--- config.mk ---
export PLATFORM = sky130hd
export DESIGN_NAME = mem_stage_hs_flat
export DESIGN_NICKNAME = d
export VERILOG_FILES = /design/src/rtl/mem_stage_hs_if.sv /design/src/rtl/mem_stage_hs.sv /design/src/flat_wrapper.sv
export SDC_FILE = /design/constraint.sdc
export NUM_CORES = 1
export LEC_CHECK = 0
export CAP_MARGIN = 0
export CORE_ASPECT_RATIO = 0.6
export CORE_MARGIN = 2
export CORE_UTILIZATION = 40
export CTS_CLUSTER_SIZE = 8
export DETAILED_ROUTE_END_ITERATION = 6
export PLACE_DENSITY_LB_ADDON = 0.05
export SYNTH_ARGS = -nofsm -noshare
export SYNTH_HDL_FRONTEND = slang
export SYNTH_SLANG_ARGS = --single-unit
--- constraint.sdc ---
create_clock -name clk -period 6.7 [get_ports clk]
set_input_delay 1.34 -clock clk [delete_from_list [all_inputs] [get_ports clk]]
set_output_delay 1.34 -clock clk [all_outputs]
set_load 0.005 [all_outputs]
--- src/rtl/mem_stage_hs_if.sv ---
// mem_stage_hs_if: data-memory request/ack bus.
// master = memory stage, slave = data memory.
interface mem_stage_hs_if #(
    parameter int D_WIDTH = 32
);
    logic                 mem_req;
    logic                 mem_we;
    logic [D_WIDTH/8-1:0] mem_be;
    logic [D_WIDTH-1:0]   mem_addr;
    logic [D_WIDTH-1:0]   mem_wdata;
    logic                 mem_ack;
    logic [D_WIDTH-1:0]   mem_rdata;

    modport master (
        output mem_req, mem_we, mem_be, mem_addr, mem_wdata,
        input  mem_ack, mem_rdata
    );

    modport slave (
        input  mem_req, mem_we, mem_be, mem_addr, mem_wdata,
        output mem_ack, mem_rdata
    );
endinterface

--- src/rtl/mem_stage_hs.sv ---
// mem_stage_hs: RISC-V memory stage, variable-latency req/ack + MEM/WB reg.
// Optional MEM_MISALIGN_TRAP_EN: misaligned h/w/d accesses abort with BusErrW.
module mem_stage_hs #(
    parameter int D_WIDTH = 32,
    parameter int A_WIDTH = 5,
    parameter int TIMEOUT = 15
) (
    input  logic               clk,
    input  logic               rst,
    input  logic               RegWriteM,
    input  logic               MemReadM,
    input  logic               MemWriteM,
    input  logic [1:0]         ResultSrcM,
    input  logic [2:0]         Funct3M,
    input  logic [A_WIDTH-1:0] RdM,
    input  logic [D_WIDTH-1:0] ALUResultM,
    input  logic [D_WIDTH-1:0] WriteDataM,
    input  logic [D_WIDTH-1:0] PCPlus4M,
    mem_stage_hs_if.master     bus,
    output logic               StallM,
    output logic               RegWriteW,
    output logic [1:0]         ResultSrcW,
    output logic [A_WIDTH-1:0] RdW,
    output logic [D_WIDTH-1:0] ALUResultW,
    output logic [D_WIDTH-1:0] ReadDataW,
    output logic [D_WIDTH-1:0] PCPlus4W,
    output logic               BusErrW
);
    localparam int NB = D_WIDTH / 8;
    localparam int OB = $clog2(NB);
    localparam logic [7:0] TO_LAST = 8'(TIMEOUT - 1);

    typedef enum logic {
        S_IDLE,
        S_WAIT
    } state_e;

    state_e             state_q;
    logic [7:0]         cnt_q;

    logic               rw_q;
    logic               berr_q;
    logic [1:0]         rsrc_q;
    logic [A_WIDTH-1:0] rd_q;
    logic [D_WIDTH-1:0] alu_q;
    logic [D_WIDTH-1:0] rdata_q;
    logic [D_WIDTH-1:0] pc4_q;

    logic [1:0]         size;
    logic [OB-1:0]      off;
    logic [NB-1:0]      mask;
    logic [D_WIDTH-1:0] wdata;
    logic [D_WIDTH-1:0] rshift;
    logic [D_WIDTH-1:0] rfmt;
    logic               is_mem;
    logic               misalign;
    logic               access;
    logic               timeout;
    logic               bus_err;
    logic               req;

    assign is_mem = MemReadM | MemWriteM;
    assign off    = ALUResultM[OB-1:0];

    // Effective access size; doubleword folds to word on a 32-bit datapath.
    always_comb begin
        size = Funct3M[1:0];
        if (D_WIDTH == 32 && size == 2'b11) begin
            size = 2'b10;
        end
    end

    // Byte-enable mask for the access size, before lane shift.
    always_comb begin
        unique case (size)
            2'b00:   mask = NB'(1);
            2'b01:   mask = NB'(3);
            2'b10:   mask = NB'(15);
            default: mask = '1;
        endcase
    end

    // Replicate store data across every lane of its size.
    always_comb begin
        wdata = '0;
        for (int i = 0; i < NB; i++) begin
            unique case (size)
                2'b00:   wdata[8*i +: 8] = WriteDataM[7:0];
                2'b01:   wdata[8*i +: 8] = WriteDataM[8*(i%2) +: 8];
                2'b10:   wdata[8*i +: 8] = WriteDataM[8*(i%4) +: 8];
                default: wdata[8*i +: 8] = WriteDataM[8*i +: 8];
            endcase
        end
    end

    assign rshift = bus.mem_rdata >> {off, 3'b000};

    // Sign- or zero-extend the selected load lane.
    always_comb begin
        unique case (size)
            2'b00: rfmt = Funct3M[2] ? D_WIDTH'(rshift[7:0])
                                     : D_WIDTH'($signed(rshift[7:0]));
            2'b01: rfmt = Funct3M[2] ? D_WIDTH'(rshift[15:0])
                                     : D_WIDTH'($signed(rshift[15:0]));
            2'b10: rfmt = Funct3M[2] ? D_WIDTH'(rshift[31:0])
                                     : D_WIDTH'($signed(rshift[31:0]));
            default: rfmt = rshift;
        endcase
    end

`ifdef MEM_MISALIGN_TRAP_EN
    // Natural-alignment check on the low address bits.
    always_comb begin
        unique case (size)
            2'b00:   misalign = 1'b0;
            2'b01:   misalign = is_mem & off[0];
            2'b10:   misalign = is_mem & (|off[1:0]);
            default: misalign = is_mem & (|off);
        endcase
    end
`else
    assign misalign = 1'b0;
`endif

    assign access  = is_mem & ~misalign;
    assign timeout = (state_q == S_WAIT) && (cnt_q == TO_LAST);
    assign req     = ~rst & ((state_q == S_WAIT) | access);
    assign StallM  = req & ~bus.mem_ack & ~timeout;
    assign bus_err = misalign | (timeout & ~bus.mem_ack);

    assign bus.mem_req   = req;
    assign bus.mem_we    = MemWriteM;
    assign bus.mem_be    = mask << off;
    assign bus.mem_addr  = {ALUResultM[D_WIDTH-1:OB], {OB{1'b0}}};
    assign bus.mem_wdata = wdata;

    // Handshake FSM with wait counter for the ack timeout.
    always_ff @(posedge clk or posedge rst) begin
        if (rst) begin
            state_q <= S_IDLE;
            cnt_q   <= '0;
        end else begin
            unique case (state_q)
                S_IDLE: begin
                    if (access && !bus.mem_ack) begin
                        state_q <= S_WAIT;
                        cnt_q   <= '0;
                    end
                end
                S_WAIT: begin
                    if (bus.mem_ack || timeout) begin
                        state_q <= S_IDLE;
                    end else begin
                        cnt_q <= cnt_q + 8'd1;
                    end
                end
                default: state_q <= S_IDLE;
            endcase
        end
    end

    // MEM/WB register; a stall inserts a bubble and holds the data fields.
    always_ff @(posedge clk or posedge rst) begin
        if (rst) begin
            rw_q    <= 1'b0;
            berr_q  <= 1'b0;
            rsrc_q  <= '0;
            rd_q    <= '0;
            alu_q   <= '0;
            rdata_q <= '0;
            pc4_q   <= '0;
        end else if (StallM) begin
            rw_q   <= 1'b0;
            berr_q <= 1'b0;
        end else begin
            rw_q    <= RegWriteM & ~bus_err;
            berr_q  <= bus_err;
            rsrc_q  <= ResultSrcM;
            rd_q    <= RdM;
            alu_q   <= ALUResultM;
            rdata_q <= rfmt;
            pc4_q   <= PCPlus4M;
        end
    end

    assign RegWriteW  = rw_q;
    assign BusErrW    = berr_q;
    assign ResultSrcW = rsrc_q;
    assign RdW        = rd_q;
    assign ALUResultW = alu_q;
    assign ReadDataW  = rdata_q;
    assign PCPlus4W   = pc4_q;
endmodule

--- src/flat_wrapper.sv ---
// flat-port wrapper written by rule: the top's interface ports become plain ports
module mem_stage_hs_flat 
#(
    parameter int D_WIDTH = 32,
    parameter int A_WIDTH = 5,
    parameter int TIMEOUT = 15
)
  (clk, rst, RegWriteM, MemReadM, MemWriteM, ResultSrcM, Funct3M, RdM, ALUResultM, WriteDataM, PCPlus4M, StallM, RegWriteW, ResultSrcW, RdW, ALUResultW, ReadDataW, PCPlus4W, BusErrW, bus_mem_req, bus_mem_we, bus_mem_be, bus_mem_addr, bus_mem_wdata, bus_mem_ack, bus_mem_rdata);
  mem_stage_hs_if #(.D_WIDTH(D_WIDTH)) bus_i ();
  input  logic clk;
  input  logic rst;
  input  logic RegWriteM;
  input  logic MemReadM;
  input  logic MemWriteM;
  input  logic [1:0] ResultSrcM;
  input  logic [2:0] Funct3M;
  input  logic [A_WIDTH-1:0] RdM;
  input  logic [D_WIDTH-1:0] ALUResultM;
  input  logic [D_WIDTH-1:0] WriteDataM;
  input  logic [D_WIDTH-1:0] PCPlus4M;
  output logic StallM;
  output logic RegWriteW;
  output logic [1:0] ResultSrcW;
  output logic [A_WIDTH-1:0] RdW;
  output logic [D_WIDTH-1:0] ALUResultW;
  output logic [D_WIDTH-1:0] ReadDataW;
  output logic [D_WIDTH-1:0] PCPlus4W;
  output logic BusErrW;
  output wire logic [$bits(bus_i.mem_req)-1:0] bus_mem_req;
  output wire logic [$bits(bus_i.mem_we)-1:0] bus_mem_we;
  output wire logic [$bits(bus_i.mem_be)-1:0] bus_mem_be;
  output wire logic [$bits(bus_i.mem_addr)-1:0] bus_mem_addr;
  output wire logic [$bits(bus_i.mem_wdata)-1:0] bus_mem_wdata;
  input wire logic [$bits(bus_i.mem_ack)-1:0] bus_mem_ack;
  input wire logic [$bits(bus_i.mem_rdata)-1:0] bus_mem_rdata;
  assign bus_mem_req = bus_i.mem_req;
  assign bus_mem_we = bus_i.mem_we;
  assign bus_mem_be = bus_i.mem_be;
  assign bus_mem_addr = bus_i.mem_addr;
  assign bus_mem_wdata = bus_i.mem_wdata;
  assign bus_i.mem_ack = bus_mem_ack;
  assign bus_i.mem_rdata = bus_mem_rdata;
  mem_stage_hs #(.D_WIDTH(D_WIDTH), .A_WIDTH(A_WIDTH), .TIMEOUT(TIMEOUT)) u_core (.clk(clk), .rst(rst), .RegWriteM(RegWriteM), .MemReadM(MemReadM), .MemWriteM(MemWriteM), .ResultSrcM(ResultSrcM), .Funct3M(Funct3M), .RdM(RdM), .ALUResultM(ALUResultM), .WriteDataM(WriteDataM), .PCPlus4M(PCPlus4M), .bus(bus_i), .StallM(StallM), .RegWriteW(RegWriteW), .ResultSrcW(ResultSrcW), .RdW(RdW), .ALUResultW(ALUResultW), .ReadDataW(ReadDataW), .PCPlus4W(PCPlus4W), .BusErrW(BusErrW));
endmodule
Word-level counts from Yosys, hierarchy flattened
Index checks and enable logic that the tools add are counted.
{ "totals": {"reg_bits": 114, "input_bits": 144, "out_inout_bits": 176, "wordCells": 52} }
{ "op_classes": {"muxes": 16, "add_sub_neg": 1, "reduce_logical": 7, "n_bitwise": 12, "eq_ne": 5, "n_shift": 2} }
{ "ops": {"columns": ["op", "n"], "rows": [
  ["2-to-1 mux 32 bit", 2],
  ["one-hot mux 32 bit (2 select lines)", 1],
  ["2-to-1 mux 8 bit", 4],
  ["one-hot mux 8 bit (2 select lines)", 2],
  ["right shift 32 x 5 -> 32 bit", 1],
  ["adder 8 x 1 -> 8 bit, second input constant", 1],
  ["== test 8 x 4 -> 1 bit, second input constant", 1],
  ["one-hot mux 4 bit (2 select lines)", 1],
  ["AND 1 bit", 5],
  ["inverter 1 bit", 5],
  ["2-to-1 mux 1 bit", 4],
  ["left shift 4 x 2 -> 4 bit", 1],
  ["== test 2 x 1 -> 1 bit, second input constant", 1],
  ["== test 2 bit, second input constant", 1],
  ["logical AND 1 bit", 2],
  ["zero test 2 bit", 1],
  ["2-to-1 mux 2 bit", 1],
  ["!= test 2 x 1 -> 1 bit, second input constant", 1],
  ["!= test 2 bit, second input constant", 1],
  ["bitwise OR 1 bit", 2],
  ["one-hot mux 1 bit (2 select lines)", 1],
  ["AND reduction 2 bit", 1],
  ["OR reduction 2 bit", 1],
  ["zero test 1 bit", 1],
  ["logical OR 1 bit", 1]
]} }

Depth between registers and ports, before layout
{ "depth": {"ltp_word": 6, "ltp_mapped": 9, "mapped_depth_nobuf": 7} }

Worst setup path after synthesis
OpenSTA, ideal clock, no wires.
{ "synth_path": {"path_kind": "input -> output", "from": "input ALUResultM[0]", "to": "output bus_mem_be[2]", "path_slack_ns": 2.975, "n_path_buf": 3, "arrival_time_ns": 2.385, "t_required_ns": 5.360, "path_stages": 5, "cell_sequence": "clkbuf_1 -> buf_2 -> clkbuf_1 -> a211oi_1 -> a21oi_1"} }
{ "synth_via": {"elab_chain_len": 1} }
{ "synth_rtl": {"columns": ["item", "line", "rtl"], "rows": [
  ["from (decl)", "flat_wrapper.sv:18", "input logic [D_WIDTH-1:0] ALUResultM;"],
  ["left shift 4 x 2 -> 4 bit", "mem_stage_hs.sv:133", "assign bus.mem_be = mask << off;"],
  ["to (decl)", "flat_wrapper.sv:31", "output wire logic [$bits(bus_i.mem_be)-1:0] bus_mem_be;"]
]} }
Every way passes these cells.

Worst setup path in the final report
{ "layout_path": {"from": "input Funct3M[1]", "to": "output bus_mem_wdata[14]"} }
{ "layout_via": {"elab_chain_len": 4} }
{ "layout_rtl": {"columns": ["item", "line", "rtl"], "rows": [
  ["from (decl)", "flat_wrapper.sv:16", "input logic [2:0] Funct3M;"],
  ["== test 2 bit", "mem_stage_hs.sv:68", "if (D_WIDTH == 32 && size == 2'b11) begin"],
  ["2-to-1 mux 2 bit *", "mem_stage_hs.sv:68", null],
  ["zero test 2 bit *", "mem_stage_hs.sv:87", "unique case (size)"],
  ["2-to-1 mux 8 bit *", "mem_stage_hs.sv:87", null],
  ["to (decl)", "flat_wrapper.sv:33", "output wire logic [$bits(bus_i.mem_wdata)-1:0] bus_mem_wdata;"]
]} }
Every way passes the cells marked *; elsewhere a longest branch is shown, timed or not.

==> metrics.md <==
| Metric | Value |
|---|---|
| Status | `complete, no violations` |
| Fmax | `194 MHz` |
| Period utilisation layout | `76.8%` |
| Min Tclk post-route | `5.15 ns` |
| Max cap viols | `0` |
| Post-CTS sizing | `0` |
| Pin count of the biggest net entering global routing | `93` |
| Core Area | `0.0138 sq mm` |
| Synthesis-stage register bit count | `114` |
| Non-filler instance count after layout | `1,136` |
| Via density per instance | `4.84` |
| DR vias | `5,493` |
| Share of the synthesized area in the top cell type | `49.8%` |
| Syn. warnings | `0` |
| Max Slew Vio Count | `0` |
| Setup TNS | `0 ns` |
| Top_reg_cell synth | `dfrtp_1` |
| Crit end category | `output port` |
| Post-Route Utilization | `67.0%` |
| Routability cong. | `0.929` |
| Share of flip-flops with an asynchronous set or reset | `100%` |
| Setup WS pre-CTS | `1.58 ns` |
| Cells after Synth | `670` |
| Layout Nets | `1,077` |
| H-tree levels | `4` |
| Synthesized area | `0.00573 sq mm` |
| Grt total ovfl | `0` |
| Initial Util | `41.4%` |
| Drt initial violations | `257` |
| DRC Markers | `0` |
| Final hold viol count | `0` |
| CP startpoint kind | `input port` |
| Initial antenna violation count | `0` |
| Critical Path RT | `5.36 ns` |
| Die width | `158 microns` |
| WL final | `18,600 microns` |
| Drt pass-1 iters | `4` |
| Kind of critical path | `input port to output port` |
| Yosys top cell by area | `dfrtp_1` |
| Final worst setup slack | `1.55 ns` |
| Unrepaired setup endpoints after global routing | `false` |
| IO buf count | `317` |
| Final setup fails | `0` |
| CTS Hold Bufs | `0` |
| I/O pin count | `320` |
| Post-synth cell types | `39` |
| Total Routing Usage GR | `24.3%` |
| Peak supply drop | `0.000144 V` |
| Root buffer selected by CTS | `clkbuf_16` |
| Worst slew margin | `20.9%` |
| Post-CTS Setup Bufs | `0` |
| Mean Syn Cell Area | `8.55 sq um` |
| Sequential share of the synthesized area | `49.8%` |
| Critical Path Fanout Max | `31` |
| LEAKAGE | `4.18 nW` |
| Top post-synthesis cells by area | `dfrtp_1 (50%), nand2_1 (17%), buf_4 (5.5%)` |
| Vias in the first global route | `5,546` |
| Antenna-violating nets left | `0` |
| Type of the tightest min-delay check | `flip-flop to flip-flop` |
| Most common cell in the netlist | `nand2_1` |
| Num CTS Buffers | `17` |
| Die footprint | `0.0153 sq mm` |
| # rows | `33` |
| Placed cells | `1,104` |
| Clock latency on the worst-skew pair | `0.41 ns` |
| Area Overhead vs Synth | `61.8%` |
| Tightest Pin Transition | `1.19 ns` |
| Ant diodes | `0` |
| Skew final | `0.0125 ns` |
| Top post-synthesis cells by count | `nand2_1 (263), dfrtp_1 (114), nor2_1 (50)` |
| WP data arrival | `3.81 ns` |
| Final HPWL DP | `14,200 microns` |
| Global-route wire length before repair | `28,900 microns` |
| CTS tree | `done` |
| EDFF count, synth | `0` |
| Worst-path clk slew | `0.06 ns` |
| Tot Pwr | `2.12 mW` |
| PwrDens | `229 mW/mm^2` |
| Drt wl/cell | `16.4 microns` |
| Clk sink count | `114` |
| Clock Tree Buf Depth | `2` |
| Layout cells sized above 1 | `5.61%` |
| Die height | `96.7 microns` |
worst max-delay path: stages:
cell	delay, ns
clkdlybuf4s50_1	0.95
nor2_1	0.77
nand2_1	0.11
nand2_1	0.11
clkdlybuf4s50_1	0.52
placed cells by master (no fill, tap or decap), types with 7 or more instances in the layout:
cell type | synthesis | final
o21ai_0 | 17 | 17
mux2i_1 | 25 | 25
nand2_1 | 263 | 263
mux2_2 | 9 | 9
clkdlybuf4s50_1 | 0 | 317
clkbuf_16 | 0 | 17
nor2b_1 | 7 | 7
dfrtp_1 | 114 | 114
a211oi_1 | 7 | 7
nor2_1 | 50 | 50
a21oi_1 | 45 | 45
power breakdown:
group | internal [mW] | switching (mW) | total [mW] | leakage [nW]
clock | 0.546 | 0.322 | 0.868 | 0.270
sequential | 0.754 | 0.0385 | 0.793 | 1.38
combinational | 0.277 | 0.187 | 0.464 | 2.52
total | 1.58 | 0.548 | 2.12 | 4.18
routing by layer:
layer  share of wire [%]  global-route usage, %  wire (microns)
met1                  42                   30.8            7840
met4                 2.3                   7.83             424
met5                   0                      0               0
met2                  47                   39.9            8790
met3                 8.5                   7.08            1580
final timing paths:
kind / startpoint / to / slack, ns / cells past startpoint
max: Funct3M[1] / bus_mem_wdata[14] / 1.55 / 5
max in group asynchronous: rst / u_core.PCPlus4W[4]$_DFFE_PP0N_ / 4.03 / 3
min reg2reg: u_core.RdW[3]$_DFFE_PP0N_ / u_core.RdW[3]$_DFFE_PP0N_ / 0.46 / 2
max reg2reg: u_core.cnt_q[0]$_DFFE_PP0P_ / u_core.ReadDataW[13]$_DFFE_PP0N_ / 3.63 / 8
min in group asynchronous: rst / u_core.ReadDataW[31]$_DFFE_PP0N_ / 1.50 / 2
min: u_core.RdW[3]$_DFFE_PP0N_ / u_core.RdW[3]$_DFFE_PP0N_ / 0.46 / 2
through the flow:
| stage | hold slack (ns) | cell area (sq um) |
|---|---|---|
| 2_1_floorplan | 0.463 | 5730 |
| 3_3_place_gp | 0.449 | 8690 |
| 4_1_cts | 0.467 | 9260 |
| 3_5_place_dp | 0.455 | 8690 |
| 5_1_grt | 0.483 | 9260 |
| 6_report | 0.459 | 9260 |
logic make-up (layout without fill, tap and decap cells):
kind of cell    after synthesis  in the layout  share of synthesized area [%]
xor+xnor                      2              2                          0.306
compound gates               82             82                           8.63
simple gates                342            342                           24.1
flops                       114            114                           49.8
fa+ha+maj                     2              2                          0.437
other cells                   1              2                         0.0655
mux                          41             41                           7.71
buf+inv                      86            359                           8.92
final cells by class:
class	count	area, sq um
Fill cell	1151	4570
Timing Repair Buffer	322	3210
Sequential cell	114	2850
Multi-Input combinational cell	471	2370
Clock buffer	19	433
Tap cell	192	240
Clock inverter	13	136
Inverter	5	21.3
registers in the layout (all words and copies together) (netlist names):
signal and flops:
u_core.ALUResultW 32, u_core.BusErrW 1, u_core.PCPlus4W 32, u_core.RdW 5, u_core.ReadDataW 32, u_core.RegWriteW 1
u_core.ResultSrcW 2, u_core.cnt_q 8, u_core.state_q 1
(Power assumes the default switching activity.)
